--- config.mk ---
export PLATFORM = sky130hd
export DESIGN_NAME = bit_serializer
export DESIGN_NICKNAME = d
export VERILOG_FILES = /design/src/rtl/serial_pkg.sv /design/src/rtl/bit_serializer.sv
export SDC_FILE = /design/constraint.sdc
export NUM_CORES = 1
export LEC_CHECK = 0
export ABC_AREA = 0
export ABC_CLOCK_PERIOD_IN_PS = 1400
export BUFFER_PORTS_ARGS = -buffer_cell sky130_fd_sc_hd__buf_2
export CAP_MARGIN = 20
export CORE_UTILIZATION = 40
export DETAILED_ROUTE_END_ITERATION = 7
export PLACE_DENSITY = 0.76
export SYNTH_ARGS = -nofsm -noshare
export SYNTH_HDL_FRONTEND = slang
export SYNTH_SLANG_ARGS = --single-unit
--- constraint.sdc ---
create_clock -name clk_i -period 1.4 [get_ports clk_i]
set_input_delay 0.07 -clock clk_i [delete_from_list [all_inputs] [get_ports clk_i]]
set_output_delay 0.07 -clock clk_i [all_outputs]
set_load 0.03 [all_outputs]
--- src/rtl/serial_pkg.sv ---
`default_nettype none
// ============================================================================
//  Module  : serial_pkg
//  Brief   : Shared types and defaults for the serializer / detector path.
//  Revision: 1.0
// ============================================================================
package serial_pkg;

    typedef enum logic [0:0] {
        IDLE  = 1'b0,
        SHIFT = 1'b1
    } ser_state_e;

    localparam int SER_DATA_W = 8;

endpackage : serial_pkg
`default_nettype wire

--- src/rtl/bit_serializer.sv ---
`default_nettype none
// ============================================================================
//  Module  : bit_serializer
//  Brief   : Valid/ready parallel-in, one-bit-per-clock serial-out stage.
//  Revision: 1.0
// ============================================================================
module bit_serializer
    import serial_pkg::*;
#(
    parameter int DATA_W    = SER_DATA_W,
    parameter bit MSB_FIRST = 1'b1
) (
    input  logic              clk_i,
    input  logic              rst_i,
    input  logic [DATA_W-1:0] data_i,
    input  logic              valid_i,
    output logic              ready_o,
    output logic              string_o,
    output logic              string_vld_o,
    output logic              last_o,
    output logic              busy_o
);

    localparam int               c_CNT_W = $clog2(DATA_W);
    localparam logic [c_CNT_W-1:0] c_LAST  = c_CNT_W'(DATA_W - 1);

    ser_state_e          r_state;
    logic [DATA_W-1:0]   r_shreg;
    logic [c_CNT_W-1:0]  r_bit_cnt;

    logic                w_busy;
    logic                w_at_last;
    logic                w_ready;
    logic                w_accept;
    logic                w_out_bit;
    logic [DATA_W-1:0]   w_shifted;

    assign w_busy    = (r_state == SHIFT);
    assign w_at_last = w_busy && (r_bit_cnt == c_LAST);
    // Accepting on the last-bit cycle lets consecutive words abut with no gap.
    assign w_ready   = !rst_i && (!w_busy || w_at_last);
    assign w_accept  = valid_i && w_ready;

    generate
        if (MSB_FIRST) begin : g_msb_first
            assign w_out_bit = r_shreg[DATA_W-1];
            assign w_shifted = {r_shreg[DATA_W-2:0], 1'b0};
        end else begin : g_lsb_first
            assign w_out_bit = r_shreg[0];
            assign w_shifted = {1'b0, r_shreg[DATA_W-1:1]};
        end
    endgenerate

    always_ff @(posedge clk_i) begin
        if (rst_i) begin
            r_state   <= IDLE;
            r_shreg   <= '0;
            r_bit_cnt <= '0;
        end else begin
            case (r_state)
                IDLE: begin
                    if (w_accept) begin
                        r_shreg   <= data_i;
                        r_bit_cnt <= '0;
                        r_state   <= SHIFT;
                    end
                end
                SHIFT: begin
                    if (w_accept) begin
                        r_shreg   <= data_i;
                        r_bit_cnt <= '0;
                    end else if (w_at_last) begin
                        r_shreg   <= w_shifted;
                        r_bit_cnt <= '0;
                        r_state   <= IDLE;
                    end else begin
                        r_shreg   <= w_shifted;
                        r_bit_cnt <= r_bit_cnt + c_CNT_W'(1);
                    end
                end
                default: begin
                    r_state <= IDLE;
                end
            endcase
        end
    end

    assign ready_o      = w_ready;
    assign string_o     = w_busy && w_out_bit;
    assign string_vld_o = w_busy;
    assign last_o       = w_at_last;
    assign busy_o       = w_busy;

endmodule : bit_serializer
`default_nettype wire

# == Word-level counts from Yosys, hierarchy flattened ==
# Index checks and enable logic that the tools add are counted.
# totals
input_bits,11
regBits,12
wordCells,25
output_inout_bits,5
# op_classes
muxes,11
eq_ne,2
bitwise,1
n_addsub,1
reduce_logical,7
# ops
cell,count
two-way mux 8 bit,2
case mux 8 bit (2 select lines),1
two-way mux 3 bit,3
case mux 3 bit (2 select lines),1
logical AND 1 bit,4
"adder 3 x 1 -> 3 bit, second input constant",1
"equality test 3 bit, second input constant",1
two-way mux 1 bit,3
zero test 1 bit,2
"inequality test 2 bit, second input constant",1
case mux 1 bit (2 select lines),1
logical OR 1 bit,1
inverter 1 bit,1

# == Logic depth before layout (Yosys ltp) ==
# Gate-level depths: netlist (run 1).
# depth
depth_word,7
depth_mapped,6
mapped_depth_nobuf,5

# == Worst setup path before layout (run 1) ==
# Ideal clock, no wire load.
# synth_path
path_type,register -> output
from,reg r_bit_cnt[0]
to,out ready_o
t_required_ns,1.330
setup_slack_ns,0.044
arrival_time_ns,1.286
path_buffers,0
stages_incl_launch_ff,5
cell_sequence,dfxtp_1 > ha_1 > ha_1 > and2b_2 > nor2_1
# synth_via
elab_chain_len,4
# synth_rtl
element,line_no,rtl
from (decl),bit_serializer.sv:29,logic [c_CNT_W-1:0] r_bit_cnt;
from (signal assigned),bit_serializer.sv:78,r_bit_cnt <= r_bit_cnt + c_CNT_W'(1);
equality test 3 bit,bit_serializer.sv:39,assign w_at_last = w_busy && (r_bit_cnt == c_LAST);
logical AND 1 bit,bit_serializer.sv:39,
logical OR 1 bit,bit_serializer.sv:41,assign w_ready = !rst_i && (!w_busy || w_at_last);
logical AND 1 bit,bit_serializer.sv:41,
to (decl),bit_serializer.sv:17,"output logic ready_o,"
# Every way passes these cells.

# == Final worst setup path (run 1) ==
# layout_path
from,reg r_bit_cnt[1]
to,out ready_o
# Same word-level chain as after synthesis.

==> metrics.txt, run 1 <==
synthesized instance count 62; Worst-Margin Slew a little under 0.3 ns; Required @ worst endpoint between 1 and 1.5 ns; HP Start data_i[3]; Mapped Avg Cell Area between 10 and 15 um^2; placed insts just under 90; layout cells sized above 1 0.449; RSZ-0062 raised after global routing true; Final Util 0.513; # fillers between 150 and 200; GP Congestion 0.683; maxcap violations 0; Final Cycle Share 1.01; final hold viol count 0; DP Area just over 700 um^2; Post-Synthesis Cell Area around 680 um^2; Place WS -0.0375 ns; worst r2r src r_bit_cnt[1]; Crit. End Element output pin; CP arrival 1.34 ns; Max Fclk about 710 MHz; Design Area, Final between 700 and 800 um^2; first-pass GRT wire length roughly 1.8 mm; Hold Path Class input pin to flop; number of synthesized flops with an enable pin 0; port bufs 15; distinct cell type count after synthesis 20; sequential cell area roughly 240 um^2; CP Max Fanout 3; Rows 14; failing checks setup timing; Initial DRC Count 6; Final setup viols 1; CORE AREA around 0.0015 mm^2; clk sinks 12; CP Launch Type flop; Setup crit start r_bit_cnt[1]; most frequent cells in the layout 13 x buf_2, 10 x dfxtp_1, 9 x mux2i_1; Critical Path End ready_o; Seq pwr share 0.514; reg2reg setup slack 0.04 ns; gr usage total 0.136; Detail Route Antenna Nets 0; routed vias/inst about 5.2; Die ar. about 0.0019 mm^2; initial antenna violation count 0; largest net degree at the start of global routing 16; fin nets between 90 and 100; Die Y-Extent ~43 um; Die Width 43.1 um; WL final 1.11 mm; final setup skew about 0.0013 ns; clock share of power 0.281; CTS max path bufs 2; switching portion of total power 0.273; P_sw about 0.20 mW; post-layout min period ~1.4 ns; Pint between 0.5 and 0.6 mW; total global routing overflow 0; area grow syn2layout 16.8%; routed vias 488; worst reg-to-reg path cell count 5; DR pass1 iterations 4; Seq cells post-synth 12; VDD IR max between 0.5 and 0.6 mV; CTS tree yes; # DRC 0; slew margin rel. 0.805; H-tree depth 1; Antenna diodes 0; Tot Pwr ~0.74 mW; reg2reg end r_shreg[6]; commonest non-fill, non-tap cell in the layout buf_2; Root Buffer clkbuf_4; starting density of the core 0.439; Post-synth ARST share 0; worst-skew pair later-pin latency approximately 0.27 ns; status finished, violations left; Comb pwr share 0.205; Num CTS Buffers 3; Main synth FF type dfxtp_1; non-filler cells, final 94; IO Pins 16; clock-pin slew on the worst setup and hold paths about 0.07 ns; Final WS setup -0.00777 ns; vias in the first global route 428; syn nets between 70 and 80; multi-input logic area about 390 um^2; sequential share of the synthesized area 0.355; Lkg Pwr 0.326 nW; Synth Warn # 0; Pins Over Slew Limit 0; Pwr Density just over 900 mW/mm^2; wire per inst about 12 um; WS Path Type flop to output pin; cts hold-fix bufs 0
-- area by class of cell --
class | instances | share of cell area
well taps | 16 | 0.0253
flip-flops and latches | 12 | 0.307
multi-input cells | 44 | 0.491
clock buffers | 3 | 0.0285
repair buffers | 19 | 0.149
-- stage by stage --
stage | hold WS [ns] | setup TNS, ns
2_1_floorplan | 0.136 | 0
3_3_place_gp | 0.406 | 0
6_report | 0.121 | -0.00777
3_5_place_dp | 0.405 | -0.0664
5_1_grt | 0.137 | -0.195
4_1_cts | 0.113 | -0.0282
-- worst max-delay path, cell delays in order (launching register included) --
cell     delay, ns
dfxtp_2       0.36
ha_4          0.14
ha_4          0.12
and2b_2       0.22
nor2_2        0.09
buf_6         0.14
-- how the worst min path moves through the flow --
| stage | to | slack (ns) | depth (start not counted) |
|---|---|---|---|
| after global routing | r_bit_cnt[0] | 0.14 | 2 |
| final | r_shreg[3] | 0.12 | 3 |
| after floorplan | r_shreg[1] | 0.14 | 1 |
| after CTS | r_shreg[3] | 0.11 | 3 |
| after global placement | r_bit_cnt[0] | 0.41 | 2 |
| after detailed placement | r_shreg[3] | 0.40 | 3 |
-- power by group through the flow --
stage	Combinational, mW	Sequential (mW)	Clock [mW]
3_5_place_dp	0.141	0.386	0
5_1_grt	0.166	0.381	0.230
4_1_cts	0.149	0.379	0.220
2_1_floorplan	0.126	0.387	0
3_3_place_gp	0.139	0.385	0
6_report	0.151	0.379	0.207
-- Yosys cell counts (2+ instances only) --
library cell | instances | area share
dfxtp_1 | 12 | 0.35
and2_2 | 2 | 0.022
buf_12 | 2 | 0.059
a221oi_2 | 3 | 0.067
ha_1 | 2 | 0.037
mux2i_1 | 9 | 0.13
nor2b_1 | 7 | 0.065
a21oi_1 | 2 | 0.015
nor2_1 | 8 | 0.044
a221oi_1 | 4 | 0.052
nor3b_1 | 2 | 0.022
-- registers in the layout, indices dropped and copies added, names as in the netlist --
| signal | flops |
|---|---|
| r_shreg | 8 |
| r_bit_cnt | 3 |
| busy_o | 1 |
-- routing by layer --
layer	wire length, um	track usage
met2	548	0.200
met4	25	0.0909
met3	57	0.0553
met5	0	0
met1	480	0.159
-- cells by family (layout without fill, tap and decap cells) --
group / Yosys count / count (layout) / synth area share
DFF: 12 / 12 / 0.355
muxes: 9 / 9 / 0.133
and+or+nand+nor: 23 / 23 / 0.216
AOI/OAI and AO/OA: 10 / 10 / 0.144
buffers and inverters: 6 / 22 / 0.115
adders and majority gates: 2 / 2 / 0.0370
-- repair_timing --
item	4_1_cts	5_1_grt
endpoints found under the setup margin	8	6
setup buffers	2	0
resized for setup	10	2
pin swaps	1	0
Power figures use the tool's default switching activity.
==> inputs of run 2 (changes only) <==
--- a/config.mk
+++ b/config.mk
@@ -6,12 +6,13 @@
 export NUM_CORES = 1
 export LEC_CHECK = 0
 export ABC_AREA = 0
-export ABC_CLOCK_PERIOD_IN_PS = 1400
+export ABC_CLOCK_PERIOD_IN_PS = 1800
 export BUFFER_PORTS_ARGS = -buffer_cell sky130_fd_sc_hd__buf_2
 export CAP_MARGIN = 20
 export CORE_UTILIZATION = 40
 export DETAILED_ROUTE_END_ITERATION = 7
-export PLACE_DENSITY = 0.76
+export PLACE_DENSITY = 0.73
+export RECOVER_POWER = 25
 export SYNTH_ARGS = -nofsm -noshare
 export SYNTH_HDL_FRONTEND = slang
 export SYNTH_SLANG_ARGS = --single-unit
==> constraint.sdc (replaced) <==
create_clock -name clk_i -period 1.8 [get_ports clk_i]
set_input_delay 0.09 -clock clk_i [delete_from_list [all_inputs] [get_ports clk_i]]
set_output_delay 0.09 -clock clk_i [all_outputs]
set_load 0.03 [all_outputs]
==> run 2 against run 1 <==
The run now ends clean; clock power up 2%; sequential cell count unchanged; non-clock buffer count shrank 3; die area stayed put; global-route usage down 1.7 points; design area down 6.8%; cell count decreased by 2.1%; sequential power down 22%.
==> metrics.txt, run 2 (same netlist as run 1, synthesis figures left out) <==
status complete, no violations; wire per inst 11.4 um; fin nets 90; Pint around 0.45 mW; Hold Path Class input pin to flop; max reg flops 8; clock share of power 0.346; cts hold-fix bufs 0; Worst-Margin Slew between 0.3 and 0.4 ns; P_sw roughly 0.16 mW; top sig layer met4; Die Width about 43 um; vias in the first global route slightly above 400; CORE AREA 0.00154 mm^2; largest net degree at the start of global routing 15; total length of routed met3 wires 56 um; Antenna diodes 0; WL final ~1.1 mm; Die Y-Extent approximately 43 um; clk sinks 12; maxcap violations 0; Detail Route Antenna Nets 0; routed vias 466; port bufs 15; post-layout min period between 1.5 and 2 ns; final setup skew approximately 0.0018 ns; initial antenna violation count 0; gr usage total 0.119; Lkg Pwr between 0.3 and 0.4 nW; CTS tree yes; CP arrival 1.52 ns; CP Max Fanout 5; Crit. End Element output pin; worst-skew pair later-pin latency 0.27 ns; IO Pins 16; clock-pin slew on the worst setup and hold paths about 0.08 ns; Final Cycle Share 0.895; met2 wire length 473 um; Die ar. about 0.0019 mm^2; starting density of the core 0.439; VDD IR max 0.430 mV; most frequent cells in the layout 15 x buf_2, 12 x dfxtp_1, 9 x mux2i_1; Setup TNS 0 ns; Largest Register r_shreg; Seq pwr share 0.483; Initial DRC Count 7; Place WS approximately 0.35 ns; Max Fclk between 600 and 700 MHz; Num CTS Buffers 3; postcts setup bufs 0; routed vias/inst between 5 and 6; WS Path Type flop to output pin; layout cells sized above 1 0.355; total global routing overflow 0; commonest non-fill, non-tap cell in the layout buf_2; # DRC 0; Required @ worst endpoint around 1.7 ns; Final setup viols 0; switching portion of total power 0.259; CP Launch Type flop; RSZ-0062 raised after global routing false; Comb pwr share 0.171; # fillers ~160; first-pass GRT wire length 1.66 mm; Pins Over Slew Limit 0; Rows 14; Root Buffer clkbuf_4; DP HPWL around 750 um; H-tree depth 1; final hold viol count 0; DR pass1 iterations 4; slew margin rel. 0.782; wire length on met1 between 500 and 600 um; post-cts sizing count 0; GP Congestion ~0.74; CTS max path bufs 2; Pwr Density 832 mW/mm^2; Final WS setup roughly 0.19 ns; area grow syn2layout 8.87%
[run 2: changes by cell type in the layout (fill, tap and decap cells not counted), sizes merged]
cell and delta:
clkbuf +1, buf -3
[run 2: metrics by stage]
step                      std cells  instance area, um^2  utilization  power (mW)  hold WS, ns
final                            92                  737        0.478       0.613        0.135
after global routing             92                  737        0.478       0.643        0.149
after CTS                        92                  738        0.479       0.623        0.135
after detailed placement         88                  702        0.455       0.409        0.426
after global placement           88                  702        0.455       0.407        0.428
after floorplan                  62                  677            -       0.399        0.156
[run 2: power by group through the flow]
| stage | combinational, mW | clock (mW) | sequential, mW |
|---|---|---|---|
| after detailed placement | 0.106 | 0 | 0.303 |
| after global placement | 0.105 | 0 | 0.302 |
| after CTS | 0.107 | 0.220 | 0.297 |
| after global routing | 0.114 | 0.230 | 0.299 |
| final | 0.105 | 0.212 | 0.296 |
| after floorplan | 0.0983 | 0 | 0.301 |
[run 2: per-layer routing]
layer,global-route usage,up-vias
met3,0.0468,2
met1,0.143,204
li1,-,247
met4,0.0545,0
met5,0,-
met2,0.185,13
[run 2: final cells by class]
type,instances,area (um^2),share of cell area
Multi-Input combinational cell,44,358,0.486
Sequential cell,12,240,0.326
Timing Repair Buffer,16,82.6,0.112
Clock buffer,4,36.3,0.0492
Tap cell,16,20.0,0.0272
[run 2: path summary, 6_finish.rpt]
check	end	slack [ns]	depth (start not counted)	startpoint
setup / recovery	ready_o	0.19	5	r_bit_cnt[0]
hold / removal	r_shreg[4]	0.14	3	data_i[4]
hold reg to reg	r_bit_cnt[0]	0.54	2	r_bit_cnt[0]
setup reg to reg	r_shreg[4]	0.36	5	r_bit_cnt[0]
[run 2: critical path, cell delays in order, from the launching register on]
cell     delay (ns)
dfxtp_1        0.33
ha_1           0.20
ha_1           0.21
and2b_1        0.28
nor2_1         0.05
buf_2          0.18
